===== src/rtl/exu_alu_dispatch_if.sv =====
`default_nettype none
//==============================================================================
// Module : exu_alu_dispatch_if
// Decode-side, ALU-side and writeback-side signals of the integer ALU dispatcher.
// Rev    : 1.0
//==============================================================================
interface exu_alu_dispatch_if #(
    parameter int DEPTH = 4,
    parameter int TAG_W = 5
);
    logic                     flush;
    logic                     in_valid;
    logic                     in_ready;
    logic [63:0]              in_rs1;
    logic [63:0]              in_rs2;
    logic [3:0]               in_funct;
    logic [TAG_W-1:0]         in_tag;
    logic [63:0]              alu_rs1;
    logic [63:0]              alu_rs2;
    logic [3:0]               alu_funct;
    logic [63:0]              alu_result;
    logic [4:0]               alu_flags;
    logic                     wb_valid;
    logic                     wb_ready;
    logic [63:0]              wb_result;
    logic [4:0]               wb_flags;
    logic [TAG_W-1:0]         wb_tag;
    logic                     wb_exc;
    logic [$clog2(DEPTH):0]   count;

    // Dispatcher side
    modport slave (
        input  flush, in_valid, in_rs1, in_rs2, in_funct, in_tag,
               alu_result, alu_flags, wb_ready,
        output in_ready, alu_rs1, alu_rs2, alu_funct,
               wb_valid, wb_result, wb_flags, wb_tag, wb_exc, count
    );

    // Decode / ALU / writeback side
    modport master (
        output flush, in_valid, in_rs1, in_rs2, in_funct, in_tag,
               alu_result, alu_flags, wb_ready,
        input  in_ready, alu_rs1, alu_rs2, alu_funct,
               wb_valid, wb_result, wb_flags, wb_tag, wb_exc, count
    );
endinterface
`default_nettype wire


===== src/rtl/exu_alu_dispatch.sv =====
`default_nettype none
//==============================================================================
// Module : exu_alu_dispatch
// Op FIFO in front of the combinational ALU with DIV/MOD residency and a
// registered writeback slot.   Rev : 1.0
//==============================================================================
module exu_alu_dispatch #(
    parameter int DEPTH      = 4,
    parameter int TAG_W      = 5,
    parameter int DIV_CYCLES = 4
) (
    input  logic                  clk,
    input  logic                  rst_n,
    exu_alu_dispatch_if.slave     bus
);
    localparam int c_ptr_w = $clog2(DEPTH);
    localparam int c_cnt_w = c_ptr_w + 1;
    localparam int c_res_w = (DIV_CYCLES > 1) ? $clog2(DIV_CYCLES) : 1;
    localparam logic [c_res_w-1:0] c_res_max = c_res_w'(DIV_CYCLES - 1);
    localparam logic [c_cnt_w-1:0] c_depth   = c_cnt_w'(DEPTH);
    localparam logic [3:0] c_fn_div = 4'h3;
    localparam logic [3:0] c_fn_mod = 4'h4;

    logic [63:0]        r_mem_rs1   [DEPTH];
    logic [63:0]        r_mem_rs2   [DEPTH];
    logic [3:0]         r_mem_funct [DEPTH];
    logic [TAG_W-1:0]   r_mem_tag   [DEPTH];

    logic [c_ptr_w-1:0] r_wr_ptr;
    logic [c_ptr_w-1:0] r_rd_ptr;
    logic [c_cnt_w-1:0] r_count;
    logic [c_res_w-1:0] r_res_cnt;

    logic               r_wb_valid;
    logic [63:0]        r_wb_result;
    logic [4:0]         r_wb_flags;
    logic [TAG_W-1:0]   r_wb_tag;
    logic               r_wb_exc;

    logic               w_not_empty;
    logic               w_in_ready;
    logic [63:0]        w_head_rs1;
    logic [63:0]        w_head_rs2;
    logic [3:0]         w_head_funct;
    logic [TAG_W-1:0]   w_head_tag;
    logic               w_head_is_div;
    logic               w_head_ready;
    logic               w_push;
    logic               w_pop;

    assign w_not_empty   = (r_count != '0);
    // Uses only the registered count: a full FIFO refuses even on a pop cycle
    assign w_in_ready    = (r_count < c_depth);

    assign w_head_rs1    = r_mem_rs1[r_rd_ptr];
    assign w_head_rs2    = r_mem_rs2[r_rd_ptr];
    assign w_head_funct  = r_mem_funct[r_rd_ptr];
    assign w_head_tag    = r_mem_tag[r_rd_ptr];

    assign w_head_is_div = (w_head_funct == c_fn_div) || (w_head_funct == c_fn_mod);
    assign w_head_ready  = !w_head_is_div || (r_res_cnt == c_res_max);

    assign w_push = bus.in_valid && w_in_ready && !bus.flush;
    assign w_pop  = w_not_empty && w_head_ready && (!r_wb_valid || bus.wb_ready) && !bus.flush;

    assign bus.in_ready  = w_in_ready;
    assign bus.count     = r_count;
    assign bus.alu_rs1   = w_not_empty ? w_head_rs1   : '0;
    assign bus.alu_rs2   = w_not_empty ? w_head_rs2   : '0;
    assign bus.alu_funct = w_not_empty ? w_head_funct : '0;
    assign bus.wb_valid  = r_wb_valid;
    assign bus.wb_result = r_wb_result;
    assign bus.wb_flags  = r_wb_flags;
    assign bus.wb_tag    = r_wb_tag;
    assign bus.wb_exc    = r_wb_exc;

    // Payload storage needs no reset; occupancy gates every read
    always_ff @(posedge clk) begin
        if (w_push) begin
            r_mem_rs1[r_wr_ptr]   <= bus.in_rs1;
            r_mem_rs2[r_wr_ptr]   <= bus.in_rs2;
            r_mem_funct[r_wr_ptr] <= bus.in_funct;
            r_mem_tag[r_wr_ptr]   <= bus.in_tag;
        end
    end

    always_ff @(posedge clk or negedge rst_n) begin
        if (!rst_n) begin
            r_wr_ptr    <= '0;
            r_rd_ptr    <= '0;
            r_count     <= '0;
            r_res_cnt   <= '0;
            r_wb_valid  <= 1'b0;
            r_wb_result <= '0;
            r_wb_flags  <= '0;
            r_wb_tag    <= '0;
            r_wb_exc    <= 1'b0;
        end else if (bus.flush) begin
            // Writeback payload is left stale on purpose
            r_wr_ptr   <= '0;
            r_rd_ptr   <= '0;
            r_count    <= '0;
            r_res_cnt  <= '0;
            r_wb_valid <= 1'b0;
        end else begin
            if (w_push) begin
                r_wr_ptr <= r_wr_ptr + c_ptr_w'(1);
            end
            if (w_pop) begin
                r_rd_ptr <= r_rd_ptr + c_ptr_w'(1);
            end

            case ({w_push, w_pop})
                2'b10:   r_count <= r_count + c_cnt_w'(1);
                2'b01:   r_count <= r_count - c_cnt_w'(1);
                default: r_count <= r_count;
            endcase

            if (w_pop) begin
                r_res_cnt <= '0;
            end else if (w_not_empty && (r_res_cnt != c_res_max)) begin
                r_res_cnt <= r_res_cnt + c_res_w'(1);
            end

            if (w_pop) begin
                r_wb_valid  <= 1'b1;
                r_wb_result <= bus.alu_result;
                r_wb_flags  <= bus.alu_flags;
                r_wb_tag    <= w_head_tag;
                r_wb_exc    <= w_head_is_div && (w_head_rs2 == 64'd0);
            end else if (r_wb_valid && bus.wb_ready) begin
                r_wb_valid  <= 1'b0;
            end
        end
    end
endmodule
`default_nettype wire


===== src/flat_wrapper.sv =====
// flat-port wrapper written by rule: the top's interface ports become plain ports
module exu_alu_dispatch_flat 
#(
    parameter int DEPTH      = 4,
    parameter int TAG_W      = 5,
    parameter int DIV_CYCLES = 4
)
  (clk, rst_n, bus_flush, bus_in_valid, bus_in_rs1, bus_in_rs2, bus_in_funct, bus_in_tag, bus_alu_result, bus_alu_flags, bus_wb_ready, bus_in_ready, bus_alu_rs1, bus_alu_rs2, bus_alu_funct, bus_wb_valid, bus_wb_result, bus_wb_flags, bus_wb_tag, bus_wb_exc, bus_count);
  exu_alu_dispatch_if #(.DEPTH(DEPTH), .TAG_W(TAG_W)) bus_i ();
  input  logic clk;
  input  logic rst_n;
  input wire logic [$bits(bus_i.flush)-1:0] bus_flush;
  input wire logic [$bits(bus_i.in_valid)-1:0] bus_in_valid;
  input wire logic [$bits(bus_i.in_rs1)-1:0] bus_in_rs1;
  input wire logic [$bits(bus_i.in_rs2)-1:0] bus_in_rs2;
  input wire logic [$bits(bus_i.in_funct)-1:0] bus_in_funct;
  input wire logic [$bits(bus_i.in_tag)-1:0] bus_in_tag;
  input wire logic [$bits(bus_i.alu_result)-1:0] bus_alu_result;
  input wire logic [$bits(bus_i.alu_flags)-1:0] bus_alu_flags;
  input wire logic [$bits(bus_i.wb_ready)-1:0] bus_wb_ready;
  output wire logic [$bits(bus_i.in_ready)-1:0] bus_in_ready;
  output wire logic [$bits(bus_i.alu_rs1)-1:0] bus_alu_rs1;
  output wire logic [$bits(bus_i.alu_rs2)-1:0] bus_alu_rs2;
  output wire logic [$bits(bus_i.alu_funct)-1:0] bus_alu_funct;
  output wire logic [$bits(bus_i.wb_valid)-1:0] bus_wb_valid;
  output wire logic [$bits(bus_i.wb_result)-1:0] bus_wb_result;
  output wire logic [$bits(bus_i.wb_flags)-1:0] bus_wb_flags;
  output wire logic [$bits(bus_i.wb_tag)-1:0] bus_wb_tag;
  output wire logic [$bits(bus_i.wb_exc)-1:0] bus_wb_exc;
  output wire logic [$bits(bus_i.count)-1:0] bus_count;
  assign bus_i.flush = bus_flush;
  assign bus_i.in_valid = bus_in_valid;
  assign bus_i.in_rs1 = bus_in_rs1;
  assign bus_i.in_rs2 = bus_in_rs2;
  assign bus_i.in_funct = bus_in_funct;
  assign bus_i.in_tag = bus_in_tag;
  assign bus_i.alu_result = bus_alu_result;
  assign bus_i.alu_flags = bus_alu_flags;
  assign bus_i.wb_ready = bus_wb_ready;
  assign bus_in_ready = bus_i.in_ready;
  assign bus_alu_rs1 = bus_i.alu_rs1;
  assign bus_alu_rs2 = bus_i.alu_rs2;
  assign bus_alu_funct = bus_i.alu_funct;
  assign bus_wb_valid = bus_i.wb_valid;
  assign bus_wb_result = bus_i.wb_result;
  assign bus_wb_flags = bus_i.wb_flags;
  assign bus_wb_tag = bus_i.wb_tag;
  assign bus_wb_exc = bus_i.wb_exc;
  assign bus_count = bus_i.count;
  exu_alu_dispatch #(.DEPTH(DEPTH), .TAG_W(TAG_W), .DIV_CYCLES(DIV_CYCLES)) u_core (.clk(clk), .rst_n(rst_n), .bus(bus_i));
endmodule

===== config.mk =====
export PLATFORM = sky130hd
export DESIGN_NAME = exu_alu_dispatch_flat
export DESIGN_NICKNAME = d
export VERILOG_FILES = /design/src/rtl/exu_alu_dispatch_if.sv /design/src/rtl/exu_alu_dispatch.sv /design/src/flat_wrapper.sv
export SDC_FILE = /design/constraint.sdc
export NUM_CORES = 1
export LEC_CHECK = 0
export ABC_CLOCK_PERIOD_IN_PS = 9550
export CAP_MARGIN = 20
export CORE_ASPECT_RATIO = 1.1
export CORE_MARGIN = 2
export CORE_UTILIZATION = 44
export CTS_CLUSTER_SIZE = 10
export DETAILED_ROUTE_END_ITERATION = 12
export GPL_TIMING_DRIVEN = 1
export PLACE_DENSITY = 0.68
export SYNTH_ARGS = -nofsm -noshare
export SYNTH_HDL_FRONTEND = slang
export SYNTH_SLANG_ARGS = --single-unit

===== constraint.sdc =====
create_clock -name clk -period 9.55 [get_ports clk]
set_input_delay 1.91 -clock clk [delete_from_list [all_inputs] [get_ports clk]]
set_output_delay 1.91 -clock clk [all_outputs]
set_load 0.005 [all_outputs]

Word-level counts from Yosys, hierarchy flattened
Memories as Yosys holds them, arrays and structs flattened. A register that Yosys moved wholly into a read port is not among the register bits.
Cells that the tools add are included.
- register bits: 80
- memory bits (writable): 548
- bits of input ports: 211
- output and inout bits: 212
- memories kept: 4
- $add $sub $neg: 5
- order comparisons: 1
- eq/ne operators: 6
- mux-type cells: 17
- bitwise operators: 1
- reduce and logical (&&, ||, !) cells: 23
- memory list (memory ; words ; bits a word ; rd ports ; clocked after memory_dff ; write ports ; line ; source):
    u_core.r_mem_rs1 ; 4 ; 64 ; 1 ; 0 ; 1 ; exu_alu_dispatch.sv:24 ; logic [63:0] r_mem_rs1 [DEPTH];
    u_core.r_mem_rs2 ; 4 ; 64 ; 1 ; 0 ; 1 ; exu_alu_dispatch.sv:25 ; logic [63:0] r_mem_rs2 [DEPTH];
    u_core.r_mem_tag ; 4 ; 5 ; 1 ; 1 ; 1 ; exu_alu_dispatch.sv:27 ; logic [TAG_W-1:0] r_mem_tag [DEPTH];
    u_core.r_mem_funct ; 4 ; 4 ; 1 ; 0 ; 1 ; exu_alu_dispatch.sv:26 ; logic [3:0] r_mem_funct [DEPTH];
- operator list (kind ; number):
    64-bit 2-to-1 mux ; 2
    64-bit logical NOT ; 1
    2-bit 2-to-1 mux ; 7
    3-bit nonzero test ; 4
    1-bit logical AND ; 8
    2-bit by 1-bit adder with 2-bit output (second input constant) ; 3
    3-bit case mux with 2 select lines ; 1
    1-bit 2-to-1 mux ; 5
    2-bit equality test (second input constant) ; 2
    4-bit by 2-bit equality test with 1-bit output (second input constant) ; 1
    4-bit by 3-bit equality test with 1-bit output (second input constant) ; 1
    1-bit logical NOT ; 4
    4-bit 2-to-1 mux ; 1
    2-bit nonzero test ; 2
    3-bit by 1-bit adder with 3-bit output (second input constant) ; 1
    1-bit logical OR ; 3
    3-bit less-than comparator (second input constant) ; 1
    3-bit 2-to-1 mux ; 1
    3-bit by 1-bit subtractor with 3-bit output (second input constant) ; 1
    2-bit by 1-bit equality test with 1-bit output (second input constant) ; 1
    2-bit != test (second input constant) ; 1
    2-bit AND reduction ; 1
    1-bit NOT ; 1

Depth between registers and ports, before layout
An unclocked memory read counts as a cell.
- depth in word-level cells: 11
- gate-level depth with buffers: 14
- depth with buffers taken out: 10

Worst setup path before layout
OpenSTA, ideal clock, no wires.
- path kind: input port to flip-flop
- start: input port bus_in_valid
- end: memory u_core.r_mem_funct[0][0], enable pin
- setup time: 0.513 ns
- arrival time: 5.626 ns
- required time: 9.037 ns
- setup slack: 3.410 ns
- stages: 4
- cell sequence: nor2b_1 -> clkbuf_1 -> nor2b_1 -> and2_1
- cells in the longest elaborated chain, start to end: 4
- ends and longest elaborated chain (element ; line ; source):
    start, declared ; flat_wrapper.sv:13 ; input wire logic [$bits(bus_i.in_valid)-1:0] bus_in_valid;
    1-bit logical AND (2 in series) ; exu_alu_dispatch.sv:63 ; assign w_push = bus.in_valid && w_in_ready && !bus.flush;
    1-bit 2-to-1 mux ; exu_alu_dispatch.sv:79 ; if (w_push) begin
    1-bit 2-to-1 mux (not written as such) ; exu_alu_dispatch.sv:82 ; r_mem_funct[r_wr_ptr] <= bus.in_funct;
    end, declared ; exu_alu_dispatch.sv:26 ;
No other way between the ends.

Worst setup path in the final report
- start: register u_core.r_rd_ptr[1]
- end: output port bus_alu_rs2[27]
- cells in the longest elaborated chain, start to end: 2
- ends and longest elaborated chain (element ; line ; source):
    start, declared ; exu_alu_dispatch.sv:30 ; logic [c_ptr_w-1:0] r_rd_ptr;
    start signal, assigned ; exu_alu_dispatch.sv:110 ; r_rd_ptr <= r_rd_ptr + c_ptr_w'(1);
    memory read 4 x 64 bit ; - ;
    64-bit 2-to-1 mux ; exu_alu_dispatch.sv:69 ; assign bus.alu_rs2 = w_not_empty ? w_head_rs2 : '0;
    end, declared ; flat_wrapper.sv:23 ; output wire logic [$bits(bus_i.alu_rs2)-1:0] bus_alu_rs2;
No other way between the ends.

==> flow_metrics.tcl <==
set metrics [dict create \
    via_per_inst 5.19 \
    synth_seq_cells 633 \
    yosysTopAreaCell "edfxtp_1" \
    htreeDepth 3 \
    place_hpwl_mm 33.5 \
    clk_latency_ps 600 \
    setup_viol 0 \
    netlist_instances 1120 \
    synth_top_area_share_pct 67.8 \
    cp.required_ps 7640 \
    cts_buffer_depth 3 \
    synth_warnings 0 \
    antenna_found_initial 10 \
    postCtsHoldBufs 0 \
    first_global_vias 13100 \
    ir_worst_vdd_mv 0.162 \
    multi_input_area_mm2 0.00541 \
    outcome "complete, no violations" \
    drc_errors 0 \
    ys_types 37 \
    relSlewSlack_pct 30.4 \
    core_area_mm2 0.0547 \
    start_util_pct 44.4 \
    synthTopCellsByArea "edfxtp_1 68%, mux4_2 13%, dfrtp_1 8.8%, and2_1 3.5%, mux2_2 2.2%" \
    min-delay-start "u_core.bus.wb_exc" \
    syn2layout_area_growth_pct 29.4 \
    ys_async_sr_fraction_pct 13.4 \
    die_x_um 228 \
    hold_viol_final 0 \
    cp_data_arrival_time_ps 3440 \
    rsz0062_at_grt "false" \
    rr_startpoint "u_core.r_rd_ptr[1]" \
    final_nets 1794 \
    grt_usage_pct 19.1 \
    clock_skew_ps 22.4 \
    grt_max_degree 87 \
    gr-total-overflow 0 \
    synthesis.nets 1337 \
    root_buffer "clkbuf_16" \
    ff_latch_area_mm2 0.0186 \
    critPathMaxFanout 66 \
    tns_ps 0 \
    drt_iter0_drc 731 \
    firstDrtPassIters 5 \
    mappedNetlistArea_mm2 0.0243 \
    fillers 4149 \
    clk_pin_slew_ps 60 \
    finalCritPeriodShare_pct 56.0 \
    wirelength_mm 53.9 \
    synth-main-ff-cell "edfxtp_1" \
    power_density_mw_per_mm2 278 \
    die_area_mm2 0.0571 \
    cap_violations 0 \
    io_pins 423 \
    seq_area_frac_synth_pct 76.6 \
    final_layout_size_suffix_gt1_share_pct 19.9 \
    cts_tree "done" \
    min_path_type "flip-flop to flip-flop" \
    cts.repair.resized 0 \
    leakagePower_nw 10.5 \
    synth_edf_count 548 \
    min_period_ps 5350 \
    postRouteAntennaNets 0 \
    cts_inserted_buffers 73 \
    crit_path_start "u_core.r_rd_ptr[1]" \
    drv_slew 0 \
    die_y_um 250 \
    criticalPathCategory "flip-flop to output port" \
    fp-row-count 90 \
    worst_pin_slew_ps 1040 \
    cts_sinks 633 \
    via_count 12200 \
    numPortBuffers 422 \
    syn_area_per_cell_um2 21.7 \
    crit_path_start_kind "flip-flop" \
    wl_per_cell_um 22.9 \
    cts_setup_buffers 0 \
    end_kind "output port" \
    fmax_mhz 187 \
    place.gp.congestion 0.813 \
    fin_util_pct 57.4 \
    grt_pass1_wl_mm 81.8 \
]
## flip-flops by register name, indices dropped and copies added (netlist names), 2 cells and up
| register | count |
|---|---|
| u_core.bus.wb_flags | 5 |
| u_core.r_mem_tag | 20 |
| u_core.r_rd_ptr | 2 |
| u_core.r_mem_rs2 | 256 |
| u_core.r_mem_rs1 | 256 |
| u_core.r_mem_funct | 16 |
| u_core.r_wr_ptr | 2 |
| u_core.bus.wb_tag | 5 |
| u_core.bus.wb_result | 64 |
| u_core.bus.count | 3 |
| u_core.r_res_cnt | 2 |
## through the flow
step	setup slack, ps	power (mW)	instance area, µm²	cells	hold WS (ps)
floorplan	3410	4.89	24300	1120	479
global placement	4220	6.35	29300	2236	471
detailed placement	4210	6.39	29300	2236	491
global route	3990	9.17	31400	2348	518
CTS	4050	8.87	31300	2341	504
finish	4200	8.74	31400	2349	496
## cell usage after synthesis (4+ instances only)
master / number
ha_1: 5
buf_2: 15
mux2_4: 27
dfrtp_1: 85
nor2_1: 13
edfxtp_1: 548
mux4_2: 137
buf_6: 7
buf_1: 6
and2_1: 136
clkbuf_1: 27
nor4_1: 17
mux2_2: 48
nand4_1: 4
inv_1: 4
nand2_1: 9
## cell families (layout without fill, tap and decap cells)
family	after synthesis	count (layout)	share of synthesized area, %
DFF	633	633	76.6
muxes	213	213	16.6
and+or+nand+nor	192	192	4.75
buffers and inverters	60	547	1.24
AOI/OAI and AO/OA	12	12	0.325
adders and majority gates	6	6	0.340
xor gates and xnor gates	4	4	0.144
other	0	6	0
## final cells by class
type	count	share of cell area, %
Antenna cell	6	0.0478
Clock buffer	100	6.34
Clock inverter	5	0.243
Inverter	4	0.0478
Multi-Input combinational cell	427	17.2
Sequential cell	633	59.2
Tap cell	736	2.93
Timing Repair Buffer	438	14.0
## where the power goes
part           total (mW)  internal, mW  switching (mW)
clock network        2.45          1.44            1.01
logic                2.79          1.66            1.13
registers            3.50          3.35           0.148
## path summary, 6_finish.rpt
path / end / slack, ps / cells past startpoint
max reg2reg: u_core.bus.count[2] / 5190 / 10
max: bus_alu_rs2[27] / 4200 / 4
min: u_core.bus.wb_exc / 500 / 2
min in group asynchronous: u_core.bus.wb_result[57] / 1220 / 1
max in group asynchronous: u_core.r_rd_ptr[0] / 7700 / 2
min reg2reg: u_core.bus.wb_exc / 500 / 2
## layout by cell type, fill, tap and decap left out, types with 2 or more instances in the layout
master / count
a21oi_1: 3
nor2b_1: 3
nor4_1: 17
mux2_4: 27
o21ai_0: 2
a22oi_1: 3
nor3_1: 2
nand2_1: 9
dfrtp_1: 83
and2_1: 132
nand2b_1: 2
clkinv_8: 2
and2_4: 4
mux2_2: 48
inv_1: 4
nor2_1: 13
mux4_2: 137
buf_16: 2
dfrtp_4: 2
clkbuf_16: 76
ha_1: 5
edfxtp_1: 548
buf_4: 14
diode_2: 6
clkdlybuf4s50_1: 421
xor2_1: 3
clkbuf_1: 24
nand4_1: 4
## layer usage
metal	vias to the layer above	GRT usage [%]	wire, µm	share of wire (%)
met1	6283	23.8	21400	40
met2	410	31.9	27100	50
li1	5411	-	-	-
met4	10	6.33	1160	2.1
met3	81	5.99	4170	7.7
met5	-	0	69	0.13
## worst max-delay path, stage by stage, from the launching register on
cell             delay (ps)
dfrtp_4                 770
buf_4                   870
mux4_2                  470
and2_1                  190
clkdlybuf4s50_1         450
(Power assumes the default switching activity.)
